[src/rtl/seq_mult_sixteen.sv]
// Sequential unsigned shift-and-add multiplier: 16 iterations plus one completion cycle,
// with a start/busy/done handshake and active-low write strobes for the product-half registers.
module seq_mult_sixteen #(
  parameter int unsigned WIDTH = 16
) (
  input  logic               CLK,
  input  logic               CLR,
  input  logic               START,
  input  logic [WIDTH-1:0]   A,
  input  logic [WIDTH-1:0]   B,
  output logic               BUSY,
  output logic               DONE,
  output logic [2*WIDTH-1:0] P,
  output logic               OVF,
  output logic               RW_LO,
  output logic               RW_HI
);

  localparam int unsigned PW = 2 * WIDTH;
  localparam int unsigned AW = PW + 1;
  localparam int unsigned SW = WIDTH + 1;
  localparam int unsigned CW = $clog2(WIDTH) + 1;

  typedef enum logic [1:0] {
    S_IDLE = 2'd0,
    S_RUN  = 2'd1,
    S_FIN  = 2'd2
  } state_t;

  state_t           r_state;
  state_t           w_state_nxt;
  logic [AW-1:0]    r_acc;
  logic [AW-1:0]    w_acc_nxt;
  logic [AW-1:0]    w_acc_add;
  logic [WIDTH-1:0] r_mcand;
  logic [WIDTH-1:0] w_mcand_nxt;
  logic [CW-1:0]    r_cnt;
  logic [CW-1:0]    w_cnt_nxt;
  logic [SW-1:0]    w_sum;
  logic [PW-1:0]    w_p_nxt;
  logic             w_ovf_nxt;

  // Next-state and datapath: conditional add into the upper half, then shift right by one.
  always_comb begin
    w_state_nxt = r_state;
    w_acc_nxt   = r_acc;
    w_mcand_nxt = r_mcand;
    w_cnt_nxt   = r_cnt;
    w_p_nxt     = P;
    w_ovf_nxt   = OVF;
    w_sum       = SW'(r_acc[PW-1:WIDTH]) + SW'(r_mcand);
    w_acc_add   = r_acc[0] ? {w_sum, r_acc[WIDTH-1:0]} : r_acc;

    case (r_state)
      S_IDLE: begin
        if (START) begin
          w_mcand_nxt = A;
          w_acc_nxt   = AW'(B);
          w_cnt_nxt   = '0;
          w_state_nxt = S_RUN;
        end
      end
      S_RUN: begin
        w_acc_nxt = {1'b0, w_acc_add[AW-1:1]};
        w_cnt_nxt = r_cnt + CW'(1);
        if (r_cnt == CW'(WIDTH - 1)) begin
          w_state_nxt = S_FIN;
          w_p_nxt     = w_acc_nxt[PW-1:0];
          w_ovf_nxt   = |w_acc_nxt[PW-1:WIDTH];
        end
      end
      S_FIN: begin
        w_state_nxt = S_IDLE;
      end
      default: begin
        w_state_nxt = S_IDLE;
      end
    endcase
  end

  // State, datapath and registered outputs; handshake outputs follow the next state.
  always_ff @(posedge CLK) begin
    if (CLR) begin
      r_state <= S_IDLE;
      r_acc   <= '0;
      r_mcand <= '0;
      r_cnt   <= '0;
      P       <= '0;
      OVF     <= 1'b0;
      BUSY    <= 1'b0;
      DONE    <= 1'b0;
      RW_LO   <= 1'b1;
      RW_HI   <= 1'b1;
    end else begin
      r_state <= w_state_nxt;
      r_acc   <= w_acc_nxt;
      r_mcand <= w_mcand_nxt;
      r_cnt   <= w_cnt_nxt;
      P       <= w_p_nxt;
      OVF     <= w_ovf_nxt;
      BUSY    <= (w_state_nxt == S_RUN);
      DONE    <= (w_state_nxt == S_FIN);
      RW_LO   <= (w_state_nxt != S_FIN);
      RW_HI   <= (w_state_nxt != S_FIN);
    end
  end

endmodule

[config.mk]
export PLATFORM = sky130hd
export DESIGN_NAME = seq_mult_sixteen
export DESIGN_NICKNAME = d
export VERILOG_FILES = /design/src/rtl/seq_mult_sixteen.sv
export SDC_FILE = /design/constraint.sdc
export NUM_CORES = 1
export LEC_CHECK = 0
export BUFFER_PORTS_ARGS = -buffer_cell sky130_fd_sc_hd__buf_4
export CAP_MARGIN = 20
export CORE_MARGIN = 1
export CORE_UTILIZATION = 35
export CTS_CLUSTER_SIZE = 25
export DETAILED_ROUTE_END_ITERATION = 6
export HOLD_SLACK_MARGIN = 0.05
export PLACE_DENSITY = 0.65
export SYNTH_ARGS = -nofsm -noshare
export SYNTH_HDL_FRONTEND = slang
export SYNTH_SLANG_ARGS = --single-unit
export TNS_END_PERCENT = 20
[constraint.sdc]
create_clock -name CLK -period 2.35 [get_ports CLK]
set_input_delay 0.235 -clock CLK [delete_from_list [all_inputs] [get_ports CLK]]
set_output_delay 0.235 -clock CLK [all_outputs]
set_load 0.01 [all_outputs]
==> flow_summary.toml <==
[setup_path]
cp_top_family = "compound AO/OA/AOI/OAI gates"
r2r_slack_ps = -160
slowest_delay_ps = 370
crit_required_ps = 2570
slowest_stage = "fa_2"
r2r_cells = 10
critPathMaxFanout = 2
endpoint_kind = "flip-flop"
critPathKind = "flip-flop to flip-flop"
path_buf_inv = 0
r2r-start = "r_acc[16]$_SDFFE_PP0P_"
r2r-end = "OVF$_SDFFE_PP0P_"
critical_path_arrival_ps = 2730
crit_path_start = "r_acc[16]$_SDFFE_PP0P_"
path_cells = "ha_4 -> fa_2 -> a211oi_4 -> o21ai_2 -> a211oi_2 -> o41ai_2 -> xor2_1 -> mux2_4 -> nor4_4 -> a31oi_1"
startpoint_type = "flip-flop"

[yosys]
ys_ff_latch = 91
syn-mean-instance-area_sq_um = 8.386
ys_warn_count = 0
async_flop_share_pct = 0
yosys-top-cells-area = "dfxtp_1, a21oi_1, nand2_1"
synth.cell_area_sq_mm = 0.004118
synth_edf_count = 0
yosysSeqAreaShare_pct = 44.24
synth.top_cell.area_share_pct = 44.24
yosysTopAreaCell = "dfxtp_1"
synth_flop_cell = "dfxtp_1"
ys_types = 44
syn-instance-count = 491
synth_nets = 545

[timing]
finalCritPeriodShare_pct = 106.8
finalCriticalPeriod_ps = 2509
rsz0062_at_grt = "true"
slew_viol_final = 0
worst_pin_slew_ps = 619.2
finClkSkew_ps = 9.046
relSlewSlack_pct = 58.72
hold_viol = 0
max_clock_freq_mhz = 398.6
setup_violations = 6
fin_ws_ps = -158.8
hold_ws_ps = 131.9

[drt]
ant_nets = 0
totalWireLength_microns = 11340
vias = 4011
drtPass1Iterations = 5
viasPerCell = 5.472
drt_iter0_markers = 251
drc = 0
wl_per_cell_microns = 15.47

[clock_network]
clock-sinks = 91
clock_latency_ps = 350
htree_levels = 3
cts_tree = "yes"
numCtsBuffers = 9
cts.path.max_buffers = 2
path_clk_slew_ps = 70
root_buffer = "clkbuf_16"

[grt]
grt_util_met2_pct = 31.10
track_usage_pct = 19.00
use_met3_pct = 3.074
grt_use_met1_pct = 23.82
overflow = 0
grt_pass1_wl_microns = 18830
grt.busiest_layer = "met2"
antenna_found_initial = 0
grt_start_max_net_pins = 57
grt_pass1_vias = 3936

[placed_design]
port_buffers = 71
dp_hpwl_microns = 7861
dp_slack_ps = -309.2
place.gp.congestion = 0.8572
place_area_sq_mm = 0.005037

[floorplan]
rows = 39
ios = 72
fp.dieH_microns = 110.5
fp.dieW_microns = 110.5
start_util_pct = 36.06
dieArea_sq_mm = 0.01220
design.core.area_sq_mm = 0.01142

[job]
max-cap-violations = 0

[power_and_ir_drop]
vdd_ir_drop_max_v = 0.0003402
power_density_mw_per_mm2 = 643.4
switching_share_pct = 24.33
power.leakage_nw = 2.245
sequentialPowerShare_pct = 45.6
finalPower_mw = 3.538
power_frac_clock_pct = 44.5
p_comb_share_pct = 9.9
p_sw_mw = 0.8609
intPower_mw = 2.677

[min_path]
min_from = "B[15]"
hold_depth = 3
whs_endpoint = "r_acc[15]$_SDFFE_PP0P_"
hp-class = "primary input to flip-flop"

[finish]
antenna_cells = 0
drive_gt1_share_pct = 27.63
area_delta_synth_final_pct = 33.55
postLayoutCoreUtil_pct = 48.16
nets = 639
fin_area_sq_mm = 0.005499

[run_status]
violations = "negative setup slack"
outcome = "finished with violations"
worst min-delay path, cell delays in order:
cell	delay, ps
buf_4	110
nand2_1	40
a21oi_1	50
cells in the mapped netlist (2+ instances only):
library cell	n
or4_1	2
a21oi_1	58
nor3_1	7
o21ai_0	15
inv_1	13
nand2_1	77
a22o_1	23
o21ai_1	3
nand3_1	18
o31ai_1	4
dfxtp_1	91
o21bai_1	3
mux2i_1	6
ha_1	18
buf_1	4
a21o_1	5
xnor2_1	6
xor2_1	2
mux2_2	3
nand2b_1	4
a22oi_1	15
nand4_1	7
nor2_1	40
clkbuf_1	25
a211oi_2	2
a31oi_1	13
o21a_1	4
and3_1	2
o211ai_1	2
and2_1	2
a211oi_1	4
placed cells by master, fill, tap and decap left out, drive strengths merged, types with 5 or more instances in the layout:
cell type	instances
ha	18
a21o	5
a31oi	13
nor2	41
inv	15
nand4	7
o21ai	18
buf	113
nand2	77
a211oi	6
nor3	7
a22o	23
clkbuf	10
a22oi	15
dfxtp	91
a21oi	59
nand3	18
mux2i	6
xnor2	6
timing repair:
action                                  4_1_cts  5_1_grt
pin swaps                                    12        1
endpoints found under the setup margin        9       21
hold buffers                                  0        0
gates cloned                                  0        0
setup buffers                                 4        0
resized for setup                             8       17
kinds of logic (layout without fill, tap and decap cells):
| family | Yosys count | after routing | synth area share [%] |
|---|---|---|---|
| AOI/OAI and AO/OA | 156 | 156 | 24.52 |
| xor gates and xnor gates | 8 | 8 | 1.702 |
| adders and majority gates | 19 | 19 | 5.956 |
| buffers and inverters | 44 | 143 | 4.102 |
| DFF | 91 | 91 | 44.24 |
| muxes | 9 | 9 | 2.279 |
| and+or+nand+nor | 164 | 164 | 17.20 |
per-layer routing:
layer | vias to the layer above | wire length (microns)
met5 | - | 0
met4 | 0 | 311
met3 | 23 | 600
met2 | 130 | 5451
met1 | 1906 | 4973
li1 | 1952 | -
flip-flops by register name, summed over array words and instances, names as in the netlist:
register,flops
BUSY,1
DONE,1
OVF,1
P,32
RW_HI,1
r_acc,32
r_cnt,5
r_mcand,16
r_state,2
how the worst max path moves through the flow:
stage	cells after the start	end	slack, ps
after floorplan	10	OVF$_SDFFE_PP0P_	-90
after global placement	10	OVF$_SDFFE_PP0P_	-110
after detailed placement	10	OVF$_SDFFE_PP0P_	-310
after CTS	10	OVF$_SDFFE_PP0P_	-150
after global routing	10	OVF$_SDFFE_PP0P_	-330
final	10	OVF$_SDFFE_PP0P_	-160
power groups by stage:
stage / logic [mW] / registers [mW] / clock network (mW)
after floorplan: 0.197 / 1.64 / 0
after global placement: 0.321 / 1.65 / 0
after detailed placement: 0.329 / 1.65 / 0
after CTS: 0.340 / 1.61 / 1.60
after global routing: 0.384 / 1.62 / 1.67
final: 0.350 / 1.61 / 1.57
stage by stage:
| stage | TNS, ps | std cells |
|---|---|---|
| finish | -435.4 | 733 |
| global route | -1865 | 733 |
| global placement | -169.7 | 714 |
| detailed placement | -639.8 | 714 |
| floorplan | -85.41 | 491 |
| CTS | -500.7 | 734 |
final cells by class:
class / count / area, sq um
Timing Repair Buffer: 113 / 848.3
Clock inverter: 6 / 96.34
Tap cell: 143 / 178.9
Multi-Input combinational cell: 356 / 2268
Inverter: 14 / 52.55
Clock buffer: 10 / 229.0
Fill cell: 1085 / 5919
Sequential cell: 91 / 1826
No activity file was read; power rests on OpenSTA's default activity.
